$ cat config.mk
export PLATFORM = sky130hd
export DESIGN_NAME = eprom_prog_ctrl
export DESIGN_NICKNAME = d
export VERILOG_FILES = /design/src/rtl/eprom_pkg.sv /design/src/rtl/eprom_prog_ctrl.sv
export SDC_FILE = /design/constraint.sdc
export NUM_CORES = 1
export LEC_CHECK = 0
export ABC_AREA = 1
export CELL_PAD_IN_SITES_DETAIL_PLACEMENT = 1
export CELL_PAD_IN_SITES_GLOBAL_PLACEMENT = 1
export CORE_UTILIZATION = 37
export DETAILED_ROUTE_END_ITERATION = 8
export DONT_BUFFER_PORTS = 1
export PLACE_DENSITY_LB_ADDON = 0.08
export SLEW_MARGIN = 20
export SYNTH_ARGS = -nofsm -noshare
export SYNTH_HDL_FRONTEND = slang
export SYNTH_SLANG_ARGS = --single-unit
$ cat constraint.sdc
create_clock -name clk -period 1.4 [get_ports clk]
set_input_delay 0.14 -clock clk [delete_from_list [all_inputs] [get_ports clk]]
set_output_delay 0.14 -clock clk [all_outputs]
set_load 0.02 [all_outputs]
$ cat src/rtl/eprom_pkg.sv
// eprom_pkg: shared op codes, FSM state encoding and erased-word default
// for the EPROM programming controller.
package eprom_pkg;

  localparam logic [1:0] OP_READ  = 2'b00;
  localparam logic [1:0] OP_WRITE = 2'b01;
  localparam logic [1:0] OP_ERASE = 2'b10;
  localparam logic [1:0] OP_RSVD  = 2'b11;

  typedef logic [2:0] state_t;

  localparam state_t S_IDLE   = 3'd0;
  localparam state_t S_ERASE  = 3'd1;
  localparam state_t S_WRITE  = 3'd2;
  localparam state_t S_VERIFY = 3'd3;
  localparam state_t S_READ   = 3'd4;
  localparam state_t S_SWEEP  = 3'd5;
  localparam state_t S_RESP   = 3'd6;

  localparam logic [15:0] ERASED_VAL_DEF = 16'hFFFF;

endpackage

$ cat src/rtl/eprom_prog_ctrl.sv
// eprom_prog_ctrl: command-driven READ/WRITE/ERASE sequencer for an EPROM.
// Optional EPROM_PROG_VERIFY_EN adds write read-back and post-erase sweep.
module eprom_prog_ctrl
  import eprom_pkg::*;
#(
  parameter int ADDR_W       = 4,
  parameter int DATA_W       = 16,
  parameter int READ_LAT     = 1,
  parameter int ERASE_CYCLES = 1,
  parameter logic [DATA_W-1:0] ERASED_VAL = DATA_W'(ERASED_VAL_DEF)
) (
  input  logic              clk,
  input  logic              rst,
  input  logic              cmd_valid,
  output logic              cmd_ready,
  input  logic [1:0]        cmd_op,
  input  logic [ADDR_W-1:0] cmd_addr,
  input  logic [DATA_W-1:0] cmd_wdata,
  output logic              rsp_valid,
  input  logic              rsp_ready,
  output logic [DATA_W-1:0] rsp_data,
  output logic              rsp_err,
  output logic              busy,
  output logic [ADDR_W-1:0] mem_addr,
  output logic              mem_we,
  output logic              mem_erase,
  output logic [DATA_W-1:0] mem_wdata,
  input  logic [DATA_W-1:0] mem_rdata
);

  localparam int CNT_MAX =
    (READ_LAT > ERASE_CYCLES) ? READ_LAT : ERASE_CYCLES;
  localparam int CNT_W = $clog2(CNT_MAX + 1);
  localparam logic [CNT_W-1:0] RD_LAST = CNT_W'(READ_LAT - 1);
  localparam logic [CNT_W-1:0] ER_LAST = CNT_W'(ERASE_CYCLES - 1);
  localparam logic [CNT_W-1:0] CNT_ONE = CNT_W'(1);

  state_t           state;
  logic [CNT_W-1:0] cnt;

`ifdef EPROM_PROG_VERIFY_EN
  logic [ADDR_W-1:0] sweep_idx;
  logic [ADDR_W:0]   fail_cnt;
  logic [ADDR_W:0]   fail_next;

  // Running count of non-erased words including the current read-back
  always_comb begin
    fail_next = fail_cnt
              + (ADDR_W+1)'(mem_rdata != ERASED_VAL);
  end
`endif

  // Strobes and handshakes decode straight from state so reset drops them
  assign cmd_ready = (state == S_IDLE);
  assign busy      = (state != S_IDLE);
  assign rsp_valid = (state == S_RESP);
  assign mem_we    = (state == S_WRITE);
  assign mem_erase = (state == S_ERASE);

  // Main sequencer: command decode, latency timing, response capture
  always_ff @(posedge clk) begin
    if (rst) begin
      state     <= S_IDLE;
      cnt       <= '0;
      mem_addr  <= '0;
      mem_wdata <= '0;
      rsp_data  <= '0;
      rsp_err   <= 1'b0;
`ifdef EPROM_PROG_VERIFY_EN
      sweep_idx <= '0;
      fail_cnt  <= '0;
`endif
    end else begin
      unique case (state)
        S_IDLE: begin
          if (cmd_valid) begin
            cnt <= '0;
            unique case (cmd_op)
              OP_READ: begin
                mem_addr <= cmd_addr;
                state    <= S_READ;
              end
              OP_WRITE: begin
                mem_addr  <= cmd_addr;
                mem_wdata <= cmd_wdata;
                state     <= S_WRITE;
              end
              OP_ERASE: begin
                state <= S_ERASE;
              end
              default: begin
                rsp_data <= '0;
                rsp_err  <= 1'b1;
                state    <= S_RESP;
              end
            endcase
          end
        end
        S_WRITE: begin
`ifdef EPROM_PROG_VERIFY_EN
          cnt   <= '0;
          state <= S_VERIFY;
`else
          rsp_data <= '0;
          rsp_err  <= 1'b0;
          state    <= S_RESP;
`endif
        end
        S_ERASE: begin
          if (cnt == ER_LAST) begin
`ifdef EPROM_PROG_VERIFY_EN
            cnt       <= '0;
            sweep_idx <= '0;
            fail_cnt  <= '0;
            mem_addr  <= '0;
            state     <= S_SWEEP;
`else
            rsp_data <= '0;
            rsp_err  <= 1'b0;
            state    <= S_RESP;
`endif
          end else begin
            cnt <= cnt + CNT_ONE;
          end
        end
        S_READ: begin
          if (cnt == RD_LAST) begin
            rsp_data <= mem_rdata;
            rsp_err  <= 1'b0;
            state    <= S_RESP;
          end else begin
            cnt <= cnt + CNT_ONE;
          end
        end
`ifdef EPROM_PROG_VERIFY_EN
        S_VERIFY: begin
          if (cnt == RD_LAST) begin
            if (mem_rdata != mem_wdata) begin
              rsp_data <= mem_rdata;
              rsp_err  <= 1'b1;
            end else begin
              rsp_data <= '0;
              rsp_err  <= 1'b0;
            end
            state <= S_RESP;
          end else begin
            cnt <= cnt + CNT_ONE;
          end
        end
        S_SWEEP: begin
          if (cnt == RD_LAST) begin
            cnt <= '0;
            if (sweep_idx == {ADDR_W{1'b1}}) begin
              rsp_data <= DATA_W'(fail_next);
              rsp_err  <= (fail_next != '0);
              state    <= S_RESP;
            end else begin
              fail_cnt  <= fail_next;
              sweep_idx <= sweep_idx + ADDR_W'(1);
              mem_addr  <= sweep_idx + ADDR_W'(1);
            end
          end else begin
            cnt <= cnt + CNT_ONE;
          end
        end
`endif
        S_RESP: begin
          if (rsp_ready) begin
            state <= S_IDLE;
          end
        end
        default: begin
          state <= S_IDLE;
        end
      endcase
    end
  end

endmodule

---- Word-level counts from Yosys, hierarchy flattened ----
Index checks and enable logic that the tools add are counted.
operators by class
  shift operators ......................... 0
  bitwise gates (word level) .............. 0
  eq/ne operators ......................... 12
  multipliers ............................. 0
  mux-type cells .......................... 17
  divide/modulo/power cells ............... 0
  order comparisons ....................... 0
  $add $sub $neg .......................... 1
  reductions and logical operators ........ 15
operators by type and width
  operator            count
  $mux 16             4
  $pmux 16 s4         1
  $pmux 3 s4          1
  $ne 2x2->1 const B  5
  $mux 3              3
  $pmux 3 s3          1
  $reduce_and 3->1    3
  $eq 3x3->1 const B  2
  $reduce_bool 3->1   2
  $mux 1              5
  $reduce_and 5->1    1
  $reduce_and 4->1    1
  $reduce_bool 4->1   1
  $reduce_or 2->1     2
  $eq 3x1->1 const B  1
  $eq 3x2->1 const B  1
  $logic_not 3->1     1
  $pmux 1 s3          1
  $reduce_or 3->1     1
  $eq 2x1->1 const B  1
  $eq 2x2->1 const B  1
  $logic_not 2->1     1
  $ne 2x1->1 const B  1
  $pmux 1 s2          1
  3 further kinds     3
storage, ports and cells
  input bits .............................. 42
  bits in latches ......................... 0
  memories ................................ 0
  ROM bits ................................ 0
  word-level logic and storage cells ...... 51
  output and inout bits ................... 42
  register bits after elaboration ......... 41
  RAM bits ................................ 0

---- Longest topological paths before layout ----
Gate-level depths: netlist of the first run.
  depth in word-level cells ............... 5
  gate-level depth with buffers ........... 9
  depth with buffers taken out ............ 8

---- Least setup slack after synthesis of the first run ----
Ideal clock, no wire load.
  path kind ............................... register -> register
  from .................................... reg state[1]
  to ...................................... reg rsp_err
  slack ................................... 0.050 ns
  required time ........................... 1.267 ns
  library setup time ...................... 0.133 ns
  path buffers ............................ 1
  period minus slack after synthesis ...... 1.350 ns
  arrival ................................. 1.217 ns
  cell stages (with the launch flop) ...... 9
  cells stage by stage .................... dfxtp_1 > nor2_4 > nand2_4 > clkinv_1 > o21ai_2 > nand2_4 > buf_6 > nand2_1 > a21oi_2
between the ends
  elaborated cells between the ends (all ways) .. 11
  those cells by class .................... 6 x eq/ne; 1 x mux; 4 x reduce/logical
RTL lines
  item                                                                     line                    source
  start: declaration                                                       eprom_prog_ctrl.sv:38   state_t state;
  start signal: assignment                                                 eprom_prog_ctrl.sv:63   state <= S_IDLE;
  start signal: assignment                                                 eprom_prog_ctrl.sv:81   state <= S_READ;
  start signal: assignment                                                 eprom_prog_ctrl.sv:86   state <= S_WRITE;
  $logic_not 3->1 *                                                        -
  named net cmd_ready                                                      eprom_prog_ctrl.sv:15   output logic cmd_ready,
  $ne 2x2->1 (no source line) / $reduce_bool 3->1 (equally long branches)  -
  $reduce_and 4->1 (no source line)                                        -
  end signal: assignment                                                   eprom_prog_ctrl.sv:68   rsp_err <= 1'b0;
  end signal: assignment                                                   eprom_prog_ctrl.sv:93   rsp_err <= 1'b1;
  end signal: assignment                                                   eprom_prog_ctrl.sv:105  rsp_err <= 1'b0;
  end: declaration                                                         eprom_prog_ctrl.sv:22   output logic rsp_err,
Mark *: on every way through the listed nets, which the timed path passes. The rest lies on a longest branch.
A chain may end at the register's enable or synchronous reset.

---- Final worst setup path of the first run ----
  from .................................... reg state[1]
  to ...................................... reg mem_wdata[13]
between the ends
  cells in the longest elaborated chain, start to end .. 2
RTL lines
  item                               line                   source
  $logic_not 3->1                    eprom_prog_ctrl.sv:74  unique case (state)
  $reduce_and 3->1 (no source line)  -
  end signal: assignment             eprom_prog_ctrl.sv:85  mem_wdata <= cmd_wdata;
  end: declaration                   eprom_prog_ctrl.sv:27  output logic [DATA_W-1:0] mem_wdata,
Every way passes these cells.

==> out/results.md, run 1 <==
| Stage | Quantity | This run |
|---|---|---|
| critical path | Capturing point of the worst reg2reg path | mem_wdata[13] |
| min path | Cell count of the worst hold path | 2 |
| critical path | Kind of launch point of the worst setup path | flop |
| critical path | FF-to-FF setup slack | 0.08 ns |
| timing | Worst-Margin Slew | 0.391 ns |
| clocking | Master cell of the clock root buffer | clkbuf_8 |
| layout | Layout fillers | 521 |
| placed design | Placed inst area | 0.00174 mm² |
| layout | Fraction of final layout cells sized beyond drive strength 1 | 18.8% |
| placed design | Final Wtd Congestion | 0.705 |
| critical path | Critical path buffers and inverters | 1 |
| synthesis | Yosys warning total | 0 |
| critical path | Crit path required time | 1.63 ns |
| detailed routing | Routed WL | 4.70 mm |
| synthesis | Number of different library cells in the post-synthesis netlist | 25 |
| critical path | Kind of critical path | flop to flop |
| timing | Period minus WS final | 1.32 ns |
| clocking | Number of buffers created by CTS | 5 |
| pwr | Total power per unit cell area | 1530 mW/mm² |
| clocking | Clock latency at the later pin of the worst-skew pair | 0.29 ns |
| synthesis | Number of flip-flops and latches in the synthesized netlist | 40 |
| clocking | Clock net sink count | 40 |
| detailed routing | Total via count after detailed routing | 1517 |
| critical path | Sort of element at the end of the critical path | flop |
| placed design | Final HPWL from detailed placement | 3.07 mm |
| layout | Layout-stage area growth over the synthesis result | 25.2% |
| min path | Destination of the worst hold path | mem_addr[0] |
| clocking | Buffers from clock root to sink, at most | 2 |
| pwr | Largest voltage drop on the vdd net | 0.513 mV |
| global route | Initial antenna violation count | 0 |
| timing | Setup Skew | 0.00810 ns |
| die | Ports | 84 |
| min path | Hold path start | cmd_addr[0] |
| placed design | Worst setup slack before clock tree synthesis | -0.168 ns |
| timing | Number of failing hold endpoints at the final stage | 0 |
| die | Die boundary width | 70.0 µm |
| critical path | Cell at the slowest stage of the critical path | dfxtp_2 |
| detailed routing | First-iteration detailed-routing DRC count | 28 |
| synthesis | Cells after synthesis | 210 |
| detailed routing | Detailed Routing Iterations Pass 1 | 4 |
| layout | Number of standard cells in the layout, taps in and fillers out | 292 |
| timing | Worst setup margin | 0.0790 ns |
| global route | Leftover overflow at the end of global routing | 0 |
| timing | Hold slack | 0.00811 ns |
| clocking | TritonCTS clock tree | done |
| die | Die outline area | 0.00490 mm² |
| timing | Fin. max-slew vios | 0 |
| die | Standard-cell row count | 24 |
| detailed routing | Mean routed wirelength per cell | 16.1 µm |
| timing | Part of the cycle the worst path needs | 94.4% |
| critical path | Delay contributed by the slowest stage of the critical path | 0.35 ns |
| min path | Type of the tightest min-delay check | input port to flop |
| critical path | Kind of cell adding the most delay to the critical path | simple AND/OR/NAND/NOR gates |
| timing | Count of endpoints failing setup in the final report | 0 |
| timing | Final TNS setup | 0 ns |
| layout | Antenna diode count | 0 |
| critical path | Critical Path Fanout Max | 8 |
| synthesis | Syn nets | 256 |
| layout | Final layout net count | 285 |
| flow run | MaxCap Viol Count | 0 |
| die | Standard cell core area | 0.00441 mm² |
| die | Initial core utilization | 38.8% |
| timing | Max-slew headroom | 73.8% |
| placed design | Cells after DPL | 256 |
| pwr | Leakage Power | 0.802 nW |
| global route | First-pass GRT wire length | 7.57 mm |
| critical path | R2R depth | 6 |
| detailed routing | Remaining antenna violation count | 0 |
| layout | Final non-filler cell area | 0.00214 mm² |
| global route | Vias in the first global route | 1633 |
| clocking | Count of H-tree levels built during CTS | 2 |
| synthesis | Average cell area after synthesis | 8.15 µm² |
| detailed routing | Count of unresolved DRC violations after routing | 0 |
| global route | Maximum number of pins on one net before global-route repair | 37 |
| critical path | Beginning of the worst register-to-register path | state[1] |
| critical path | Cell-by-cell trace of the critical path | nor2_4, nand2_4, nor2_4, buf_6, nand3_2, a21oi_2 |
| synthesis | Cell area after synthesis | 0.00171 mm² |
| synthesis | Post-synthesis sequential area ratio | 46.8% |
| timing | F_max | 757 MHz |
| global route | GRT Util Overall | 19.6% |
| outcome | Outcome | finished, final reports clean |
| critical path | CP arrival | 1.55 ns |
| die | Die Y | 70.0 µm |
| detailed routing | Via-per-instance ratio | 5.20 |
| placed design | Number of buffer cells added on primary ports | 0 |
| clocking | Clock transition at the registers of the reported paths | 0.08 ns |
| critical path | Cell repeated most along the worst path | nor2_4 |
-- cell families (layout without fill, tap and decap cells) --
group / Yosys count / after routing / synth area share [%]
simple gates: 97 / 98 / 27.2
fa+ha+maj: 4 / 4 / 2.92
flops: 40 / 40 / 46.8
buf+inv: 27 / 56 / 8.41
compound gates: 42 / 42 / 14.7
-- placed cells by master (no fill, tap or decap) --
cell type,instances
a21oi_1,25
a21oi_2,10
buf_12,2
buf_4,4
buf_6,2
clkbuf_1,1
clkbuf_8,6
clkinv_1,1
clkinvlp_4,1
dfxtp_1,39
dfxtp_2,1
dlygate4sd3_1,24
ha_1,4
inv_1,13
inv_2,1
inv_4,1
nand2_1,56
nand2_2,2
nand2_4,3
nand3_1,12
nand3_2,8
nand4_1,2
nor2_1,12
nor2_4,2
nor3_1,1
o21ai_0,2
o21ai_1,3
o21ai_2,2
-- cells in the mapped netlist --
cell type	n	share of area, %
ha_1	4	2.9
nand3_2	8	4.7
o21ai_0	4	1.2
dfxtp_1	40	47
clkinv_1	1	0.22
buf_1	1	0.22
nand4_1	2	0.73
o21ai_2	2	1.0
clkbuf_2	1	0.29
nor3_1	1	0.29
buf_12	1	1.2
nor2_1	12	2.6
inv_2	2	0.44
clkbuf_1	2	0.44
nand2_4	2	1.3
nand3_1	12	3.5
a21oi_1	26	7.6
o21ai_1	1	0.29
nand2_1	58	13
buf_2	2	0.58
buf_6	2	1.3
nor2_4	2	1.3
inv_1	13	2.9
buf_4	2	0.88
a21oi_2	9	4.6
-- metrics by stage --
step           utilization [%]  total power, W
2_1_floorplan                -         0.00221
3_3_place_gp              39.5         0.00230
3_5_place_dp              39.5         0.00235
4_1_cts                   47.7         0.00324
5_1_grt                   48.6         0.00350
6_report                  48.6         0.00329
-- area by class of cell --
type	count	area, µm²	area share (%)
clock buffers	7	86.3	4.03
clock inverters	1	7.51	0.350
inverters	16	62.6	2.92
multi-input cells	144	787	36.7
flip-flops and latches	40	802	37.4
well taps	52	65.1	3.04
repair buffers	32	333	15.5
-- registers in the layout (all words and copies together) (netlist names) --
signal     count
mem_addr       4
mem_wdata     16
rsp_data      16
rsp_err        1
state          3
-- where the power goes --
part	total (W)	internal [W]	switching, W
combinational	0.00100	0.000375	0.000629
clock	0.000786	0.000400	0.000385
sequential	0.00150	0.00127	0.000229
total	0.00329	0.00205	0.00124
-- layer usage --
metal,vias up,wire length [µm],track usage (%)
met3,10,292,6.78
met4,0,76,8.00
met1,716,1820,20.4
li1,740,-,-
met5,-,0,0
met2,51,2510,35.5
-- how the worst max path moves through the flow --
stage             start            end  slack [ns]  cells after the start
6_report       state[1]  mem_wdata[13]        0.08                      6
5_1_grt        state[2]    rsp_data[4]       -0.02                      7
4_1_cts        state[0]   mem_wdata[8]        0.03                      6
3_5_place_dp   state[0]  mem_wdata[11]       -0.17                      6
3_3_place_gp   state[0]   mem_wdata[8]       -0.04                      6
2_1_floorplan  state[1]        rsp_err        0.05                      8
-- what timing repair did --
action	4_1_cts	5_1_grt
hold endpoints to repair	36	0
setup endpoints to repair	16	22
resized for setup	2	8
buffers inserted	0	2
pin swaps	0	3
hold buffers	25	0
cloned	0	1
Note: power is estimated with default switching activity, not from simulation.
==> inputs of run 2 (changes only) <==
- TNS_END_PERCENT: unset -> 30
==> run 2 against run 1 <==
First-iteration DRC count grew 21%; global-route usage is the same; sequential share of layout area increased by 0.19 points; register-to-register slack is essentially flat; critical path type unchanged; critical endpoint unchanged.
==> out/results.md, run 2 (synthesized netlist as in run 1, its figures left out) <==
| Stage | Quantity | This run | vs previous |
|---|---|---|---|
| layout | Most frequent standard cell in the layout excluding fill and tap cells | nand2_1 |  |
| layout | Final layout net count | 284 | -0.35% |
| timing | Number of failing hold endpoints at the final stage | 0 | unchanged |
| pwr | Portion of total power attributed to sequential cells | 46.2% | +0.6 points |
| critical path | R2R depth | 6 | unchanged |
| detailed routing | Total via count after detailed routing | 1514 | -0.20% |
| layout | Antenna diode count | 0 | unchanged |
| pwr | Combinational group share of total power | 29.6% | -0.9 points |
| layout | Layout-stage area growth over the synthesis result | 24.8% |  |
| pwr | Internal power | 0.00204 W | -0.35% |
| die | Ports | 84 | unchanged |
| clocking | TritonCTS clock tree | done |  |
| detailed routing | Mean routed wirelength per cell | 15.8 µm | -2.1% |
| detailed routing | First-iteration detailed-routing DRC count | 34 | +21% |
| global route | Initial antenna violation count | 0 | unchanged |
| layout | Final cell utilization of the core | 48.4% | -0.17 points |
| clocking | Clock transition at the registers of the reported paths | 0.08 ns | about the same |
| clocking | Buffers from clock root to sink, at most | 2 | unchanged |
| detailed routing | Detailed Routing Iterations Pass 1 | 4 | unchanged |
| placed design | Final HPWL from detailed placement | 3.07 mm | unchanged |
| layout | Fraction of final layout cells sized beyond drive strength 1 | 18.4% | -0.34 points |
| timing | Fin. max-slew vios | 0 | unchanged |
| die | Initial core utilization | 38.8% | unchanged |
| critical path | Kind of critical path | flop to flop |  |
| critical path | Cell-by-cell trace of the critical path | nor2_4, nand2_4, nor2_4, buf_6, nand3_2, a21oi_2 |  |
| detailed routing | Count of unresolved DRC violations after routing | 0 | unchanged |
| timing | Hold slack | 0.00811 ns | +0.00000702 ns |
| critical path | Beginning of the worst register-to-register path | state[1] |  |
| layout | Most frequent cells in the layout | nand2_1 (57), dfxtp_1 (38), a21oi_1 (25) |  |
| detailed routing | Remaining antenna violation count | 0 | unchanged |
| critical path | Critical path buffers and inverters | 1 | unchanged |
| global route | Vias in the first global route | 1633 | unchanged |
| critical path | Delay contributed by the slowest stage of the critical path | 0.35 ns | about the same |
| clocking | Clock net sink count | 40 | unchanged |
| timing | Max-slew headroom | 73.8% | about the same |
| pwr | Switching power | 0.00121 W | -2.7% |
| critical path | FF-to-FF setup slack | 0.08 ns | about the same |
| flow run | MaxCap Viol Count | 0 | unchanged |
| die | Die outline area | 0.00490 mm² | unchanged |
| critical path | Sort of element at the end of the critical path | flop |  |
| critical path | CP arrival | 1.55 ns | about the same |
| global route | First-pass GRT wire length | 7.57 mm | unchanged |
| clocking | Number of buffers created by CTS | 5 | unchanged |
| min path | Destination of the worst hold path | mem_addr[0] |  |
| min path | Hold path start | cmd_addr[0] |  |
| die | Die boundary width | 70.0 µm | unchanged |
| clocking | Count of H-tree levels built during CTS | 2 | unchanged |
| placed design | Number of buffer cells added on primary ports | 0 | unchanged |
| min path | Type of the tightest min-delay check | input port to flop |  |
| detailed routing | Routed WL | 4.58 mm | -2.5% |
| pwr | Switching Share | 37.2% | -0.56 points |
| die | Die Y | 70.0 µm | unchanged |
| layout | Biggest registers after layout | mem_wdata x16, rsp_data x16, mem_addr x4 |  |
| global route | Maximum number of pins on one net before global-route repair | 37 | unchanged |
| timing | Setup Skew | 0.00911 ns | +0.00101 ns |
| critical path | Cell at the slowest stage of the critical path | dfxtp_2 |  |
| outcome | Outcome | finished, final reports clean |  |
| pwr | Total power per unit cell area | 1520 mW/mm² | -0.90% |
| die | Standard cell core area | 0.00441 mm² | unchanged |
| timing | Worst-Margin Slew | 0.392 ns | +0.000445 ns |
| timing | Period minus WS final | 1.32 ns | +0.00186 ns |
| placed design | Final Wtd Congestion | 0.705 | unchanged |
| layout | Final non-filler cell area | 0.00214 mm² | -0.35% |
| timing | Part of the cycle the worst path needs | 94.5% | +0.13 points |
| placed design | Worst setup slack before clock tree synthesis | -0.168 ns | unchanged |
| placed design | Placed inst area | 0.00174 mm² | unchanged |
| pwr | Leakage Power | 0.799 nW | -0.37% |
| clocking | Master cell of the clock root buffer | clkbuf_8 |  |
| critical path | Cell repeated most along the worst path | nor2_4 |  |
| critical path | Crit path required time | 1.63 ns | about the same |
| timing | F_max | 756 MHz | -0.14% |
| timing | Count of endpoints failing setup in the final report | 0 | unchanged |
| global route | Leftover overflow at the end of global routing | 0 | unchanged |
| pwr | Clk pwr share | 24.2% | +0.3 points |
| clocking | Clock latency at the later pin of the worst-skew pair | 0.29 ns | about the same |
| min path | Cell count of the worst hold path | 2 | unchanged |
| timing | Worst setup margin | 0.0772 ns | -0.00186 ns |
| die | Standard-cell row count | 24 | unchanged |
| global route | GRT Util Overall | 19.6% | unchanged |
| critical path | Kind of cell adding the most delay to the critical path | simple AND/OR/NAND/NOR gates |  |
| critical path | Critical Path Fanout Max | 8 | unchanged |
| detailed routing | Via-per-instance ratio | 5.20 | +0.15% |
| pwr | Total power of the final layout | 0.00325 W | -1.2% |
| critical path | Capturing point of the worst reg2reg path | mem_wdata[13] |  |
| critical path | Kind of launch point of the worst setup path | flop |  |
| pwr | Largest voltage drop on the vdd net | 0.512 mV | -0.11% |
==> run 2: per-stage QoR <==
| stage | instances | setup TNS, ns |
|---|---|---|
| after global placement | 256 | -0.463 |
| after floorplan | 210 | 0 |
| final | 291 | 0 |
| after detailed placement | 256 | -2.23 |
| after CTS | 289 | 0 |
| after global routing | 291 | -0.00144 |
==> run 2: worst max-delay path by stage <==
stage / start / endpoint / slack, ns / cells past startpoint
after CTS: state[0] / mem_wdata[8] / 0.03 / 6
after global placement: state[0] / mem_wdata[8] / -0.04 / 6
final: state[1] / mem_wdata[13] / 0.08 / 6
after global routing: state[1] / mem_wdata[3] / -0.001 / 6
after detailed placement: state[0] / mem_wdata[11] / -0.17 / 6
after floorplan: state[1] / rsp_err / 0.05 / 8
==> run 2: what timing repair did <==
item,in CTS,in global routing
buffers inserted,0,2
hold endpoints to repair,36,0
pin swaps,0,3
hold buffers,25,0
resized for setup,2,8
setup endpoints to repair,16,22
==> run 2: area by class of cell <==
cell class                 instances  area (µm²)
fill                             521        2280
inverter                          16        62.6
tap                               52        65.1
multi-input combinational        143         778
clock buffer                       7        86.3
sequential                        40         803
timing repair buffer              32         333
clock inverter                     1        7.51
==> run 2: power groups by stage <==
stage / Sequential [W] / Clock (W) / Combinational, W
final: 0.00150 / 0.000787 / 0.000960
after global routing: 0.00152 / 0.000876 / 0.00106
after CTS: 0.00149 / 0.000823 / 0.000918
after detailed placement: 0.00152 / 0 / 0.000830
after global placement: 0.00152 / 0 / 0.000781
after floorplan: 0.00150 / 0 / 0.000717
==> run 2: layer usage <==
metal	share of wire (%)	track usage (%)	vias up
met5	0	0	-
met4	1.9	8.00	0
met3	6.7	6.78	11
met2	54	35.5	50
met1	38	20.4	718
li1	-	-	735
==> inputs of run 3 (changes only) <==
- CORE_ASPECT_RATIO: unset -> 1.75
- CTS_CLUSTER_DIAMETER: unset -> 30
==> run 3 against run 2 <==
Register-to-register slack better by 0.02 ns; clock-buffer cell count did not move; non-clock buffer count grew 1; die area rose by 0.22%; global-route usage up 0.73 points; critical path depth decreased by 2; cell count unchanged; combinational power is 10% higher; power rose by 11%.
==> out/results.md, run 3 (synthesized netlist as in run 1, its figures left out) <==
| Stage | Quantity | This run | vs previous |
|---|---|---|---|
| outcome | Outcome | finished, final reports clean |  |
| detailed routing | Via-per-instance ratio | 5.16 | -0.73% |
| layout | Layout fillers | 520 | -0.19% |
| die | Die Y | 92.0 µm | +31% |
| critical path | Kind of critical path | flop to primary output |  |
| timing | Max-slew headroom | 74.4% | +0.60 points |
| detailed routing | First-iteration detailed-routing DRC count | 7 | -79% |
| pwr | Total power of the final layout | 0.00359 W | +11% |
| min path | Cell count of the worst hold path | 2 | unchanged |
| timing | Worst-Margin Slew | 0.383 ns | -0.00895 ns |
| die | Standard-cell row count | 32 | +33% |
| critical path | Beginning of the worst register-to-register path | state[0] |  |
| detailed routing | Total via count after detailed routing | 1503 | -0.73% |
| detailed routing | Routed WL | 4.64 mm | +1.3% |
| layout | Layout-stage area growth over the synthesis result | 27.9% |  |
| detailed routing | Detailed Routing Iterations Pass 1 | 4 | unchanged |
| clocking | Clock net sink count | 40 | unchanged |
| critical path | Sort of element at the end of the critical path | primary output |  |
| pwr | Largest voltage drop on the vdd net | 1.02 mV | +99% |
| timing | Setup Skew | 0.00423 ns | -0.00488 ns |
| clocking | Master cell of the clock root buffer | clkbuf_8 |  |
| critical path | Capturing point of the worst reg2reg path | mem_wdata[15] |  |
| critical path | Cell at the slowest stage of the critical path | dfxtp_1 |  |
| timing | Fin. max-slew vios | 0 | unchanged |
| clocking | Count of H-tree levels built during CTS | 2 | unchanged |
| timing | Count of endpoints failing setup in the final report | 0 | unchanged |
| clocking | Buffers from clock root to sink, at most | 2 | unchanged |
| flow run | MaxCap Viol Count | 0 | unchanged |
| placed design | Worst setup slack before clock tree synthesis | -0.104 ns | +0.0637 ns |
| placed design | Final HPWL from detailed placement | 3.27 mm | +6.4% |
| placed design | Number of buffer cells added on primary ports | 0 | unchanged |
| pwr | Leakage Power | 0.829 nW | +3.7% |
| min path | Hold path start | cmd_wdata[2] |  |
| die | Die boundary width | 53.4 µm | -24% |
| timing | Number of failing hold endpoints at the final stage | 0 | unchanged |
| die | Die outline area | 0.00491 mm² | +0.22% |
| layout | Fraction of final layout cells sized beyond drive strength 1 | 18.3% | -0.077 points |
| timing | F_max | 757 MHz | +0.17% |
| pwr | Total power per unit cell area | 1640 mW/mm² | +8.0% |
| min path | Destination of the worst hold path | mem_wdata[2] |  |
| layout | Most frequent standard cell in the layout excluding fill and tap cells | nand2_1 |  |
| layout | Final layout net count | 285 | +0.35% |
| critical path | Delay contributed by the slowest stage of the critical path | 0.36 ns | about the same |
| timing | Hold slack | 0.00612 ns | -0.00200 ns |
| global route | Vias in the first global route | 1611 | -1.3% |
| global route | Leftover overflow at the end of global routing | 0 | unchanged |
| timing | Period minus WS final | 1.32 ns | -0.00228 ns |
| clocking | Clock latency at the later pin of the worst-skew pair | 0.30 ns | about the same |
| clocking | Number of buffers created by CTS | 5 | unchanged |
| clocking | Clock transition at the registers of the reported paths | 0.08 ns | about the same |
| timing | Part of the cycle the worst path needs | 94.3% | -0.16 points |
| critical path | Crit path required time | 1.26 ns | -0.37 ns |
| global route | First-pass GRT wire length | 7.11 mm | -6.1% |
| die | Initial core utilization | 38.9% | +0.088 points |
| placed design | Final Wtd Congestion | 0.757 | +7.3% |
| critical path | Cell-by-cell trace of the critical path | inv_2, nand2_4, clkinv_1, buf_4 |  |
| global route | GRT Util Overall | 20.3% | +0.73 points |
| die | Ports | 84 | unchanged |
| critical path | FF-to-FF setup slack | 0.10 ns | +0.02 ns |
| layout | Biggest registers after layout | mem_wdata x16, rsp_data x16, mem_addr x4 |  |
| critical path | CP arrival | 1.18 ns | -0.37 ns |
| timing | Worst setup margin | 0.0794 ns | +0.00228 ns |
| detailed routing | Count of unresolved DRC violations after routing | 0 | unchanged |
| die | Standard cell core area | 0.00440 mm² | -0.23% |
| layout | Final cell utilization of the core | 49.7% | +1.3 points |
| detailed routing | Mean routed wirelength per cell | 16.0 µm | +1.3% |
| detailed routing | Remaining antenna violation count | 0 | unchanged |
| critical path | Kind of launch point of the worst setup path | flop |  |
| layout | Most frequent cells in the layout | nand2_1 (57), dfxtp_1 (38), a21oi_1 (26) |  |
| layout | Antenna diode count | 0 | unchanged |
| critical path | Critical Path Fanout Max | 8 | unchanged |
| global route | Initial antenna violation count | 0 | unchanged |
| timing | Final TNS setup | 0 ns | unchanged |
| layout | Area of the multi-input gates | 774 µm² | -0.48% |
| clocking | TritonCTS clock tree | done |  |
| critical path | R2R depth | 6 | unchanged |
| layout | Register area | 803 µm² | unchanged |
| min path | Type of the tightest min-delay check | input port to flop |  |
| global route | Maximum number of pins on one net before global-route repair | 37 | unchanged |
==> run 3: cell types whose count changed in the layout (fill, tap and decap cells not counted), sizes merged <==
| cell | change |
|---|---|
| bufinv | +1 |
| clkinvlp | -1 |
| dlygate4sd3 | +1 |
==> run 3: worst max path at each step <==
stage,end,cells after the start,slack [ns],from
2_1_floorplan,rsp_err,8,0.05,state[1]
3_3_place_gp,mem_wdata[13],6,0.03,state[0]
3_5_place_dp,mem_wdata[15],6,-0.10,state[0]
4_1_cts,cmd_ready,4,0.04,state[1]
5_1_grt,mem_wdata[15],6,-0.001,state[0]
6_report,cmd_ready,4,0.08,state[2]
==> run 3: metal layers <==
| layer | track usage, % | share of wire (%) | up-vias |
|---|---|---|---|
| li1 | - | - | 736 |
| met1 | 17.5 | 33 | 695 |
| met2 | 38.1 | 57 | 62 |
| met3 | 6.63 | 7.0 | 10 |
| met4 | 10.1 | 2.6 | 0 |
| met5 | 0 | 0 | - |
==> run 3: repair_timing <==
| action | CTS | global route |
|---|---|---|
| buffers inserted | 0 | 3 |
| endpoints found under the setup margin | 16 | 18 |
| endpoints found under the hold margin | 36 | 0 |
| hold buffers | 26 | 0 |
| gates resized for setup | 2 | 7 |
| pin swaps | 0 | 1 |
==> run 3: layout make-up <==
type                       count  share of cell area, %
inverter                      16                   2.74
timing repair buffer          33                   16.5
sequential                    40                   36.7
tap                           51                   2.92
multi-input combinational    143                   35.4
clock inverter                 1                   1.37
clock buffer                   7                   4.40
==> run 3: report_power, final <==
| part | internal, W | switching (W) |
|---|---|---|
| combinational | 0.000436 | 0.000628 |
| clock | 0.000629 | 0.000400 |
| sequential | 0.00127 | 0.000229 |
| total | 0.00234 | 0.00126 |
==> run 3: worst max-delay path, delay by kind of cell (launching register included) <==
kind	cells	cell delay [ns]
AND/OR/NAND/NOR	1	0.14
buffers and inverters	3	0.39
flip-flops	1	0.36
==> run 3: metrics by stage <==
stage	area (µm²)	instances
floorplan	1710	210
global placement	1730	254
detailed placement	1730	254
CTS	2140	288
global route	2190	291
finish	2190	291
